<file path="src/rtl/imem_loader_ctrl_if.sv">
// Host word stream, instruction-memory write port and data-memory store snoop
// shared by imem_loader_ctrl and whatever drives or observes it.
interface imem_loader_ctrl_if #(
  parameter int unsigned AW = 6
);
  logic          in_valid;
  logic          in_ready;
  logic [31:0]   in_data;
  logic          imem_we;
  logic [AW-1:0] imem_waddr;
  logic [31:0]   imem_wdata;
  logic          dmem_write;
  logic [31:0]   dmem_addr;
  logic [31:0]   dmem_wdata;

  // master: host / harness side that supplies words and observes the writes
  modport master (
    output in_valid, in_data, dmem_write, dmem_addr, dmem_wdata,
    input  in_ready, imem_we, imem_waddr, imem_wdata
  );

  // slave: the loader controller
  modport slave (
    input  in_valid, in_data, dmem_write, dmem_addr, dmem_wdata,
    output in_ready, imem_we, imem_waddr, imem_wdata
  );
endinterface

</file>
<file path="src/rtl/imem_loader_ctrl.sv">
// Test-harness sequencer: loads a program into instruction memory with the core
// held in reset, pads with NOPs, runs the core and watches for the tohost store.
module imem_loader_ctrl #(
  parameter int unsigned IMEM_DEPTH  = 64,
  parameter logic [31:0] TOHOST_ADDR = 32'h0000_0FFC,
  parameter int unsigned TIMEOUT     = 10000,
  parameter logic [31:0] NOP_WORD    = 32'h0000_0013,
  localparam int unsigned AW         = $clog2(IMEM_DEPTH)
) (
  input  logic                clk,
  input  logic                rst_n,
  input  logic                start,
  input  logic [AW:0]         load_len,
  input  logic                abort,
  imem_loader_ctrl_if.slave   bus,
  output logic                cpu_rst,
  output logic                busy,
  output logic                done,
  output logic                timed_out,
  output logic [31:0]         result,
  output logic [31:0]         cycle_count
);

  localparam logic [AW:0]  DEPTH_W   = IMEM_DEPTH[AW:0];
  localparam logic [AW:0]  LAST_W    = DEPTH_W - 1'b1;
  localparam logic [31:0]  TIMEOUT_W = TIMEOUT;

  typedef enum logic [2:0] {
    S_IDLE,
    S_LOAD,
    S_FILL,
    S_RELEASE,
    S_RUN,
    S_DONE
  } state_t;

  state_t      state;
  logic [AW:0] len;
  logic [AW:0] ptr;
  logic [AW:0] ptr_inc;
  logic [AW:0] len_clamped;
  logic        rel_second;
  logic        tohost_hit;

  always_comb begin
    ptr_inc     = ptr + 1'b1;
    len_clamped = (load_len > DEPTH_W) ? DEPTH_W : load_len;
    tohost_hit  = bus.dmem_write && (bus.dmem_addr == TOHOST_ADDR);
  end

  always_ff @(posedge clk or negedge rst_n) begin
    if (!rst_n) begin
      state          <= S_IDLE;
      len            <= '0;
      ptr            <= '0;
      rel_second     <= 1'b0;
      cpu_rst        <= 1'b1;
      busy           <= 1'b0;
      done           <= 1'b0;
      timed_out      <= 1'b0;
      result         <= '0;
      cycle_count    <= '0;
      bus.in_ready   <= 1'b0;
      bus.imem_we    <= 1'b0;
      bus.imem_waddr <= '0;
      bus.imem_wdata <= '0;
    end else begin
      bus.imem_we <= 1'b0;
      if (abort) begin
        // result and cycle_count are left intact so a host can inspect an aborted run
        state        <= S_IDLE;
        cpu_rst      <= 1'b1;
        busy         <= 1'b0;
        done         <= 1'b0;
        timed_out    <= 1'b0;
        bus.in_ready <= 1'b0;
      end else begin
        case (state)
          S_IDLE, S_DONE: begin
            if (start && (load_len != '0)) begin
              state        <= S_LOAD;
              len          <= len_clamped;
              ptr          <= '0;
              busy         <= 1'b1;
              done         <= 1'b0;
              timed_out    <= 1'b0;
              result       <= '0;
              cycle_count  <= '0;
              bus.in_ready <= 1'b1;
            end
          end

          S_LOAD: begin
            if (bus.in_valid && bus.in_ready) begin
              bus.imem_we    <= 1'b1;
              bus.imem_waddr <= ptr[AW-1:0];
              bus.imem_wdata <= bus.in_data;
              ptr            <= ptr_inc;
              if (ptr_inc == len) begin
                bus.in_ready <= 1'b0;
                rel_second   <= 1'b0;
                state        <= (len == DEPTH_W) ? S_RELEASE : S_FILL;
              end
            end
          end

          S_FILL: begin
            bus.imem_we    <= 1'b1;
            bus.imem_waddr <= ptr[AW-1:0];
            bus.imem_wdata <= NOP_WORD;
            ptr            <= ptr_inc;
            if (ptr == LAST_W) begin
              rel_second <= 1'b0;
              state      <= S_RELEASE;
            end
          end

          S_RELEASE: begin
            // Two cycles of reset after the final write; the count is preloaded so
            // the first RUN cycle already reads 1.
            if (rel_second) begin
              state       <= S_RUN;
              cpu_rst     <= 1'b0;
              cycle_count <= 32'd1;
            end else begin
              rel_second <= 1'b1;
            end
          end

          S_RUN: begin
            if (tohost_hit) begin
              result  <= bus.dmem_wdata;
              done    <= 1'b1;
              busy    <= 1'b0;
              cpu_rst <= 1'b1;
              state   <= S_DONE;
            end else if (cycle_count >= TIMEOUT_W) begin
              done      <= 1'b1;
              timed_out <= 1'b1;
              busy      <= 1'b0;
              cpu_rst   <= 1'b1;
              state     <= S_DONE;
            end else if (cycle_count != '1) begin
              cycle_count <= cycle_count + 32'd1;
            end
          end

          default: begin
            state        <= S_IDLE;
            cpu_rst      <= 1'b1;
            busy         <= 1'b0;
            bus.in_ready <= 1'b0;
          end
        endcase
      end
    end
  end

endmodule
</file>
<file path="src/flat_wrapper.sv">
// flat-port wrapper written by rule: the top's interface ports become plain ports
module imem_loader_ctrl_flat 
#(
  parameter int unsigned IMEM_DEPTH  = 64,
  parameter logic [31:0] TOHOST_ADDR = 32'h0000_0FFC,
  parameter int unsigned TIMEOUT     = 10000,
  parameter logic [31:0] NOP_WORD    = 32'h0000_0013,
  localparam int unsigned AW         = $clog2(IMEM_DEPTH)
)
  (clk, rst_n, start, load_len, abort, cpu_rst, busy, done, timed_out, result, cycle_count, bus_in_valid, bus_in_data, bus_dmem_write, bus_dmem_addr, bus_dmem_wdata, bus_in_ready, bus_imem_we, bus_imem_waddr, bus_imem_wdata);
  imem_loader_ctrl_if bus_i ();
  input  logic clk;
  input  logic rst_n;
  input  logic start;
  input  logic [AW:0] load_len;
  input  logic abort;
  output logic cpu_rst;
  output logic busy;
  output logic done;
  output logic timed_out;
  output logic [31:0] result;
  output logic [31:0] cycle_count;
  input wire logic [$bits(bus_i.in_valid)-1:0] bus_in_valid;
  input wire logic [$bits(bus_i.in_data)-1:0] bus_in_data;
  input wire logic [$bits(bus_i.dmem_write)-1:0] bus_dmem_write;
  input wire logic [$bits(bus_i.dmem_addr)-1:0] bus_dmem_addr;
  input wire logic [$bits(bus_i.dmem_wdata)-1:0] bus_dmem_wdata;
  output wire logic [$bits(bus_i.in_ready)-1:0] bus_in_ready;
  output wire logic [$bits(bus_i.imem_we)-1:0] bus_imem_we;
  output wire logic [$bits(bus_i.imem_waddr)-1:0] bus_imem_waddr;
  output wire logic [$bits(bus_i.imem_wdata)-1:0] bus_imem_wdata;
  assign bus_i.in_valid = bus_in_valid;
  assign bus_i.in_data = bus_in_data;
  assign bus_i.dmem_write = bus_dmem_write;
  assign bus_i.dmem_addr = bus_dmem_addr;
  assign bus_i.dmem_wdata = bus_dmem_wdata;
  assign bus_in_ready = bus_i.in_ready;
  assign bus_imem_we = bus_i.imem_we;
  assign bus_imem_waddr = bus_i.imem_waddr;
  assign bus_imem_wdata = bus_i.imem_wdata;
  imem_loader_ctrl #(.IMEM_DEPTH(IMEM_DEPTH), .TOHOST_ADDR(TOHOST_ADDR), .TIMEOUT(TIMEOUT), .NOP_WORD(NOP_WORD)) u_core (.clk(clk), .rst_n(rst_n), .start(start), .load_len(load_len), .abort(abort), .bus(bus_i), .cpu_rst(cpu_rst), .busy(busy), .done(done), .timed_out(timed_out), .result(result), .cycle_count(cycle_count));
endmodule
</file>
<file path="config.mk">
export PLATFORM = sky130hd
export DESIGN_NAME = imem_loader_ctrl_flat
export DESIGN_NICKNAME = d
export VERILOG_FILES = /design/src/rtl/imem_loader_ctrl_if.sv /design/src/rtl/imem_loader_ctrl.sv /design/src/flat_wrapper.sv
export SDC_FILE = /design/constraint.sdc
export NUM_CORES = 1
export LEC_CHECK = 0
export CORE_MARGIN = 3
export CORE_UTILIZATION = 35
export CTS_CLUSTER_DIAMETER = 50
export DETAILED_ROUTE_END_ITERATION = 12
export GPL_ROUTABILITY_DRIVEN = 0
export PLACE_DENSITY = 0.63
export RECOVER_POWER = 100
export SYNTH_ARGS = -nofsm -noshare
export SYNTH_HDL_FRONTEND = slang
export SYNTH_SLANG_ARGS = --single-unit
</file>
<file path="constraint.sdc">
create_clock -name clk -period 2.6 [get_ports clk]
set_input_delay 0.52 -clock clk [delete_from_list [all_inputs] [get_ports clk]]
set_output_delay 0.52 -clock clk [all_outputs]
set_load 0.05 [all_outputs]
</file>
==> impl_summary.md, run 1 <==
Synth
The proportion of synthesized flip-flops having asynchronous set or reset is 1.000. Of the post-synthesis cell area, the part taken by muxes is 0.008905. The total nets after synthesis is 690. Sorting the synthesized cells by how often they occur yields sky130_fd_sc_hd__dfrtp_1 (125), sky130_fd_sc_hd__nand2_1 (114), sky130_fd_sc_hd__nand3_1 (44). In this run, synthesis produced a sequential element count of 126.

The post-synthesis compound-gate area fraction is 0.1573. For this run, the number of Yosys warnings is 0. Of the total synthesized cell area, the portion taken by AND, OR, NAND and NOR gates is 0.2339. The number of library cell types mapped by synthesis is 68. The count of mapped cells out of synthesis is 578. The main combinational cell family by area after synthesis is simple AND/OR/NAND/NOR gates. Of the post-synthesis cell area, the dominant cell type holds 0.5430. Of the total synthesized cell area, the portion taken by XOR and XNOR cells is 0.009123. The mean cell area of the mapped netlist is 9.966 um^2. The sequential area share after synthesis is 0.5476. After synthesis, the cell types taking the most area are sky130_fd_sc_hd__dfrtp_1 (54%), sky130_fd_sc_hd__nand2_1 (7.4%), sky130_fd_sc_hd__a22o_1 (5.0%). The most repeated cell in the gate-level netlist after synthesis is sky130_fd_sc_hd__dfrtp_1. The post-synthesis share of cell area spent on full adders, half adders and majority gates is 0.006516. For this run, the leading register cell type out of synthesis is sky130_fd_sc_hd__dfrtp_1. The number of enable-type register cells in the synthesized netlist is 0. The area of the mapped netlist is 5761 um^2.

The cell type with the largest total area after synthesis is sky130_fd_sc_hd__dfrtp_1.

Cells and area
The synthesis-to-layout area growth is 53.13%. The post-route cell area is 8821 um^2. The layout net count is 921. The ratio of cells with drive above 1 in the final layout is 0.08293.

The layout has 1418 filler cells. Measured on the finished design, the core utilization comes to 0.5513. 0 antenna diodes ended up in the layout.

Floorplanning
From left edge to right edge, the die measures 134.3 um. Pin placement for this block handled 217 I/O pins. The core region is 16000 um^2. The floorplan step defined a die boundary enclosing 18030 um^2. The initial utilization of the core area, before any placement, comes to 0.3600. The number of placement rows is 46. The die height is 134.3 um.

Worst setup path
The startpoint type of the worst setup path is an input pin. The data required time at the worst endpoint is 2890 ps. The number of cell instances on the worst register-to-register path is 8. The dominant delay contributor by cell family on the critical path is simple AND/OR/NAND/NOR gates. Together, buffers and inverters on the worst path number 2. The largest individual stage delay along the critical path comes from the cell sky130_fd_sc_hd__or4_1. The highest net fanout along the worst path is 32. The critical path starts at bus_dmem_addr[17]. The signal on the critical path passes through clkdlybuf4s50_1 -> or4_1 -> nor4_4 -> nand3_2 -> o21ai_2 -> nand2b_2 -> buf_6 -> a22o_1. The endpoint kind of the worst setup timing path is a flip-flop. The slack of the worst reg-to-reg path is 190 ps. The reg-to-reg critical path endpoint is u_core.state[0]. By startpoint and endpoint, the worst setup path is classified as input pin to flip-flop. In this design, the stage delay of the slowest critical-path cell is 570 ps. The worst register-to-register path begins at u_core.ptr[1]. The critical path data arrival time is 2700 ps.

Placement
The wire-length estimate of the detail-placed layout is 12.99 mm. After detailed placement, the total cell area comes to 8282 um^2. Buffers placed on the I/O ports in this run total 216.

STA
The minimum clock period is 2414 ps. The count of endpoints failing hold in the final timing report is 0. The timing-limited maximum frequency is 414.3 MHz.

Setup repair after global routing left no endpoint under its margin. In the finished design, the share of the clock period the worst path needs comes to 0.9284. The final number of setup-violating endpoints is 0. The pin slew with the least headroom to its limit is 1149 ps. The final max-slew violation count is 0. Across the routed clock network, the largest skew measured is 6.646 ps. The final sum of negative setup slack is 0 ps. The headroom to the max-slew limit is 0.2338.

GRT
The first global-routing pass estimated 28.50 mm of wire. The number of antenna violations at the first check in global routing is 0. Across every metal layer, demand over resource in global routing totals 0.1970.

Entering global routing, the biggest net connects 63 pins. The global route total overflow is 0. The via count of the first global-routing pass came to 5396.

Clock network
The CTS root buffer is sky130_fd_sc_hd__clkbuf_16. Clock-pin slew was measured on the worst setup and hold paths at 50 ps. The count of buffers added by post-CTS timing repair for setup is 0. The later pin in the worst-skew pair is clocked with a latency of 410 ps. The maximum clock insertion buffer count is 2.

The count of hold-fix buffers inserted at cts is 0. The H-tree was split into 4 levels. CTS saw 126 sinks.

TritonCTS built the clock tree. Buffers inserted during clock tree synthesis total 17. The number of gates given a new drive strength after cts is 0.

Drt
The post-route antenna net violation count is 0. The initial DRC count is 400. Dividing the detail-routed wire length by the instance count gives 17.07 um. The via total after detailed routing is 5416. The first detailed-routing pass ran for 4 iterations. The DRC violations left is 0. The routed wire length is 17.69 mm.

The ratio of routed vias to standard cells is 5.228.

Status
The run finished with clean final reports.

Power
The post-layout total power is 0.007425 W. The power per cell area is 841.7 nW/um^2. IR analysis of the VDD net gives a maximum drop of 0.4438 mV. The leakage power is 4.220 nW.

Job
Max-cap violations in this run came to 0.

Hold path
The classification of the worst-slack hold path is input pin to asynchronous set/reset pin.
[worst max path at each step]
stage | end | slack [ps] | cells past startpoint
after floorplan | u_core.cycle_count[12] | 380 | 7
after global placement | u_core.result[9] | -180 | 8
after detailed placement | u_core.result[1] | -210 | 8
after CTS | u_core.result[1] | 240 | 8
after global routing | u_core.cycle_count[21] | 70 | 6
final | u_core.result[1] | 190 | 8
[layer usage]
metal / part of all wire / routed length (um) / vias to the layer above / global-route usage
met2: 0.47 / 8349 / 218 / 0.3128
met5: 0 / 0 / - / 0
met3: 0.075 / 1334 / 18 / 0.06414
met4: 0.012 / 212 / 0 / 0.05713
li1: - / - / 2548 / -
met1: 0.44 / 7791 / 2632 / 0.2591
[state kept, by name (all words and copies together) (netlist names)]
register	count
u_core.bus.imem_wdata	32
u_core.busy	1
u_core.cycle_count	32
u_core.bus.imem_we	1
u_core.timed_out	1
u_core.state	3
u_core.bus.in_ready	1
u_core.len	7
u_core.rel_second	1
u_core.result	32
u_core.bus.imem_waddr	6
u_core.ptr	7
u_core.done	1
u_core.cpu_rst	1
[stage by stage]
step / setup slack [ps] / hold WS [ps] / std cells
3_3_place_gp: -176.9 / 449.1 / 1006
5_1_grt: 66.70 / 417.0 / 1036
6_report: 186.0 / 310.0 / 1036
2_1_floorplan: 382.9 / 224.4 / 578
4_1_cts: 237.2 / 120.5 / 1036
3_5_place_dp: -211.8 / 455.4 / 1006
[logic make-up (layout without fill, tap and decap cells)]
family | Yosys count | after routing
and+or+nand+nor | 269 | 269
AOI/OAI and AO/OA | 126 | 126
DFF | 126 | 126
buffers and inverters | 43 | 285
xor gates and xnor gates | 6 | 6
muxes | 5 | 5
adders and majority gates | 3 | 3
[cells in the final DEF, fill, tap and decap left out, types with 3 or more instances in the layout]
cell                              count
sky130_fd_sc_hd__xnor2_1              3
sky130_fd_sc_hd__inv_1                8
sky130_fd_sc_hd__a21oi_1             16
sky130_fd_sc_hd__nor2b_1             25
sky130_fd_sc_hd__mux2i_1              4
sky130_fd_sc_hd__a211oi_1             3
sky130_fd_sc_hd__clkbuf_8             6
sky130_fd_sc_hd__ha_1                 3
sky130_fd_sc_hd__o21ai_0             26
sky130_fd_sc_hd__o31ai_1              8
sky130_fd_sc_hd__dlygate4sd3_1      109
sky130_fd_sc_hd__nor3_1              12
sky130_fd_sc_hd__xor2_1               3
sky130_fd_sc_hd__nand3_1             44
sky130_fd_sc_hd__or4_1                5
sky130_fd_sc_hd__dfrtp_1            125
sky130_fd_sc_hd__nand4_1              8
sky130_fd_sc_hd__a22oi_1              3
sky130_fd_sc_hd__nor4_1               6
sky130_fd_sc_hd__clkdlybuf4s50_1    106
sky130_fd_sc_hd__and3_1               5
sky130_fd_sc_hd__or3_1                4
sky130_fd_sc_hd__nand2_1            114
sky130_fd_sc_hd__a31oi_1              7
sky130_fd_sc_hd__buf_4               17
sky130_fd_sc_hd__clkbuf_1             6
sky130_fd_sc_hd__nand3b_1             6
sky130_fd_sc_hd__o21a_1               4
sky130_fd_sc_hd__clkinv_2             3
sky130_fd_sc_hd__nand2b_1             3
sky130_fd_sc_hd__clkbuf_16           17
sky130_fd_sc_hd__a41oi_1              3
sky130_fd_sc_hd__clkbuf_2             5
sky130_fd_sc_hd__nor2_1              23
sky130_fd_sc_hd__a22o_1              33
sky130_fd_sc_hd__bufinv_16            3
[power breakdown]
part           total [W]  internal, W  switching (W)  leakage (nW)
clock network    0.00246      0.00165       0.000811         0.308
logic            0.00243     0.000783        0.00164          2.21
registers        0.00254      0.00231       0.000233          1.70
[final cells by class]
type	count	area [um^2]	area share
Sequential cell	126	3154	0.3576
Multi-Input combinational cell	409	2376	0.2694
Timing Repair Buffer	246	2370	0.2687
Clock buffer	24	511.7	0.05801
Tap cell	216	270.3	0.03064
Clock inverter	6	105.1	0.01191
Inverter	9	33.78	0.003830
No activity file was read; power rests on OpenSTA's default activity.
==> run 2: changes to the inputs <==
--- a/config.mk
+++ b/config.mk
@@ -5,9 +5,9 @@
 export SDC_FILE = /design/constraint.sdc
 export NUM_CORES = 1
 export LEC_CHECK = 0
-export CORE_MARGIN = 3
 export CORE_UTILIZATION = 35
 export CTS_CLUSTER_DIAMETER = 50
+export CTS_CLUSTER_SIZE = 25
 export DETAILED_ROUTE_END_ITERATION = 12
 export GPL_ROUTABILITY_DRIVEN = 0
 export PLACE_DENSITY = 0.63
==> run 2 against run 1 <==
Wire length is 5.2% lower. Cell count is 0.19% lower. Combinational power is 2% lower. Worst setup slack worse by 47 ps. Non-clock buffer count is 4 lower. Critical path type unchanged. Largest cell class unchanged. Largest power group unchanged.
==> impl_summary.md, run 2 (synthesis results as in run 1) <==
GRT
Summed over all layers, the global routing overflow is 0. The total global routing track utilization is 0.2031. The first global-routing pass estimated 26.25 mm of wire.

The via count of the first global-routing pass came to 5085. The number of antenna violations at the first check in global routing is 0. The maximum number of pins on one net before global-route repair is 71.

Worst setup path
Of all nets on the critical path, the largest fanout is 6. STA classifies the critical path endpoint as a flip-flop. The largest individual stage delay along the critical path comes from the cell sky130_fd_sc_hd__or4_4.

The critical setup path kind is input pin to flip-flop. The worst setup path is launched from an input pin. By instance count, the cell type seen most on the critical path is sky130_fd_sc_hd__a21oi_1. The data required time at the worst endpoint is 2930 ps.

The reg-to-reg critical path endpoint is u_core.cycle_count[16]. Walking the worst path, the cells encountered are clkdlybuf4s50_1 -> or4_4 -> o21ai_0 -> a21oi_1 -> o21bai_2 -> clkbuf_2 -> a21oi_1 -> mux2i_1. The number of cell instances on the worst register-to-register path is 6. Together, buffers and inverters on the worst path number 2. Data on the critical path arrives at its endpoint at 2790 ps. In this run the register-to-register setup slack is 250 ps.

The dominant delay contributor by cell family on the critical path is compound AO/OA/AOI/OAI gates. The worst register-to-register path begins at u_core.state[1]. The largest stage delay on the critical path is 570 ps.

Drt
The routed wire length is 16.77 mm. The post-route antenna net violation count is 0. After detailed routing, the number of remaining DRC violations is 0. The routed layout has 5279 vias. The ratio of routed vias to standard cells is 5.105. The average routed wire per standard cell is 16.22 um. After the first detailed-routing iteration, the DRC count stood at 425. The number of search-and-repair iterations in the first detailed-routing pass is 5.

Hold path
The worst hold path terminates at u_core.bus.imem_wdata[31]. The start point of the worst min-delay path is u_core.bus.imem_wdata[31]. The min-delay analysis places its worst path in the category flip-flop to flip-flop. The count of cells along the worst hold path is 2.

Floorplanning
In this run the count of I/O pins placed on the die edge is 217. The die area is 16980 um^2. The floorplan has 46 rows. The core area is 16000 um^2. Measured along the x axis, the die boundary spans 130.3 um. From bottom edge to top edge, the die measures 130.3 um. For this configuration, the core starts out at a cell density of 0.3600.

Clock network
The count of buffers added by post-CTS timing repair for setup is 0. The maximum clock insertion buffer count is 2. The CTS tree is built. The clock drives 126 sinks.

Clock tree synthesis inserted a total of 17 buffers. Clock latency on the worst-skew pair, taken at its later pin, is 410 ps. Clock-pin slew was measured on the worst setup and hold paths at 60 ps. In this run the number of H-tree levels came out at 4.

CTS placed an instance of sky130_fd_sc_hd__clkbuf_16 at the clock tree root.

Power
The power per cell area is 841.1 nW/um^2. The peak ir drop on the vdd network is 0.4760 mV. In this run the static leakage power is 4.182 nW.

Placement
The final HPWL from detailed placement is 12.19 mm. OpenSTA, run right after detailed placement, puts the worst setup slack at -189.9 ps. During placement, the flow inserted port buffers numbering 216.

Cells and area
The synthesis-to-layout area growth is 52.85%. The count of inserted antenna diode cells is 0. The post-route core utilization is 0.5503. The layout net count is 917. In the layout the commonest cells are sky130_fd_sc_hd__dfrtp_1 (125), sky130_fd_sc_hd__nand2_1 (114), sky130_fd_sc_hd__dlygate4sd3_1 (109), sky130_fd_sc_hd__clkdlybuf4s50_1 (107), sky130_fd_sc_hd__nand3_1 (45). The count of filler cells inserted in the layout is 1446. The largest registers in the layout are u_core.bus.imem_wdata: 32 flops, u_core.cycle_count: 32 flops, u_core.result: 32 flops. The most common library cell in the layout ignoring fill and taps is sky130_fd_sc_hd__dfrtp_1.

The ratio of cells with drive above 1 in the final layout is 0.08313.

STA
Setup slack on the critical path of the routed design comes to 138.9 ps. The largest clock skew in the final design is 9.034 ps. The minimum clock period is 2461 ps. The worst hold margin is 459.3 ps. Setup repair after global routing left no endpoint under its margin.

The count of endpoints failing hold in the final timing report came to 0. The headroom to the max-slew limit is 0.2643. Static timing analysis puts the maximum clock frequency at 406.3 MHz.

The final number of setup-violating endpoints is 0. The final max-slew violation count is 0. Dividing the final minimum period by the clock period gives 0.9466. The pin slew with the least headroom to its limit is 1104 ps.

Job
Across the run, the number of max-cap violations was 0.

Status
The flow ran to the end, and the final reports show no timing, DRC or antenna violations.
[run 2: cell types whose count changed in the layout (fill, tap and decap cells not counted), sizes merged]
cell | previous run | this run
clkbuf | 36 | 26
clkinv | 4 | 7
clkinvlp | 0 | 3
buf | 19 | 18
bufinv | 3 | 4
clkdlybuf4s50 | 106 | 107
inv | 8 | 9
[run 2: where the power goes]
part / internal, W / switching [W] / total, W
combinational: 0.000775 / 0.00159 / 0.00237
sequential: 0.00231 / 0.000244 / 0.00255
clock: 0.00160 / 0.000882 / 0.00249
[run 2: metrics by stage]
stage               setup TNS, ps  instance area [um^2]  total power [W]  instances
finish                          0                  8805         0.007406       1034
floorplan                       0                  5761         0.004108        578
detailed placement          -5734                  8257         0.005105       1001
global route                    0                  8805         0.007773       1034
CTS                             0                  8889         0.007612       1034
global placement            -3636                  8257         0.005055       1001
[run 2: worst register-to-register path, delay by kind of cell (launching register included)]
| kind | cells | cell delay (ps) |
|---|---|---|
| buffers and inverters | 2 | 670 |
| AOI/OAI and AO/OA | 2 | 770 |
| DFF | 1 | 520 |
| and+or+nand+nor | 2 | 260 |
[run 2: timing repair]
action / 4_1_cts / 5_1_grt
endpoints found under the hold margin: 16 / 0
hold buffers: 1 / 0
gates resized for setup: 0 / 0
[run 2: how the worst max path moves through the flow]
stage	start	end	slack [ps]	cells past startpoint
floorplan	bus_dmem_addr[12]	u_core.cycle_count[12]	380	7
global placement	bus_dmem_addr[17]	u_core.cycle_count[0]	-120	8
detailed placement	bus_dmem_addr[17]	u_core.cycle_count[11]	-190	8
CTS	bus_dmem_addr[17]	u_core.cycle_count[0]	250	8
global route	load_len[3]	u_core.cycle_count[4]	50	8
finish	load_len[4]	u_core.cycle_count[3]	140	8
[run 2: area by class of cell]
type,count,area (um^2),area share
flip-flops and latches,126,3154,0.3582
multi-input cells,409,2364,0.2684
well taps,216,270.3,0.03069
repair buffers,242,2361,0.2682
inverters,9,33.78,0.003837
clock buffers,18,429.2,0.04874
clock inverters,14,192.7,0.02188
[run 2: layer usage]
metal,global-route usage,vias up,wire length [um]
met5,0,-,0
met4,0.06566,0,178
met3,0.06314,11,1304
met2,0.3301,226,7918
met1,0.2569,2503,7370
li1,-,2539,-
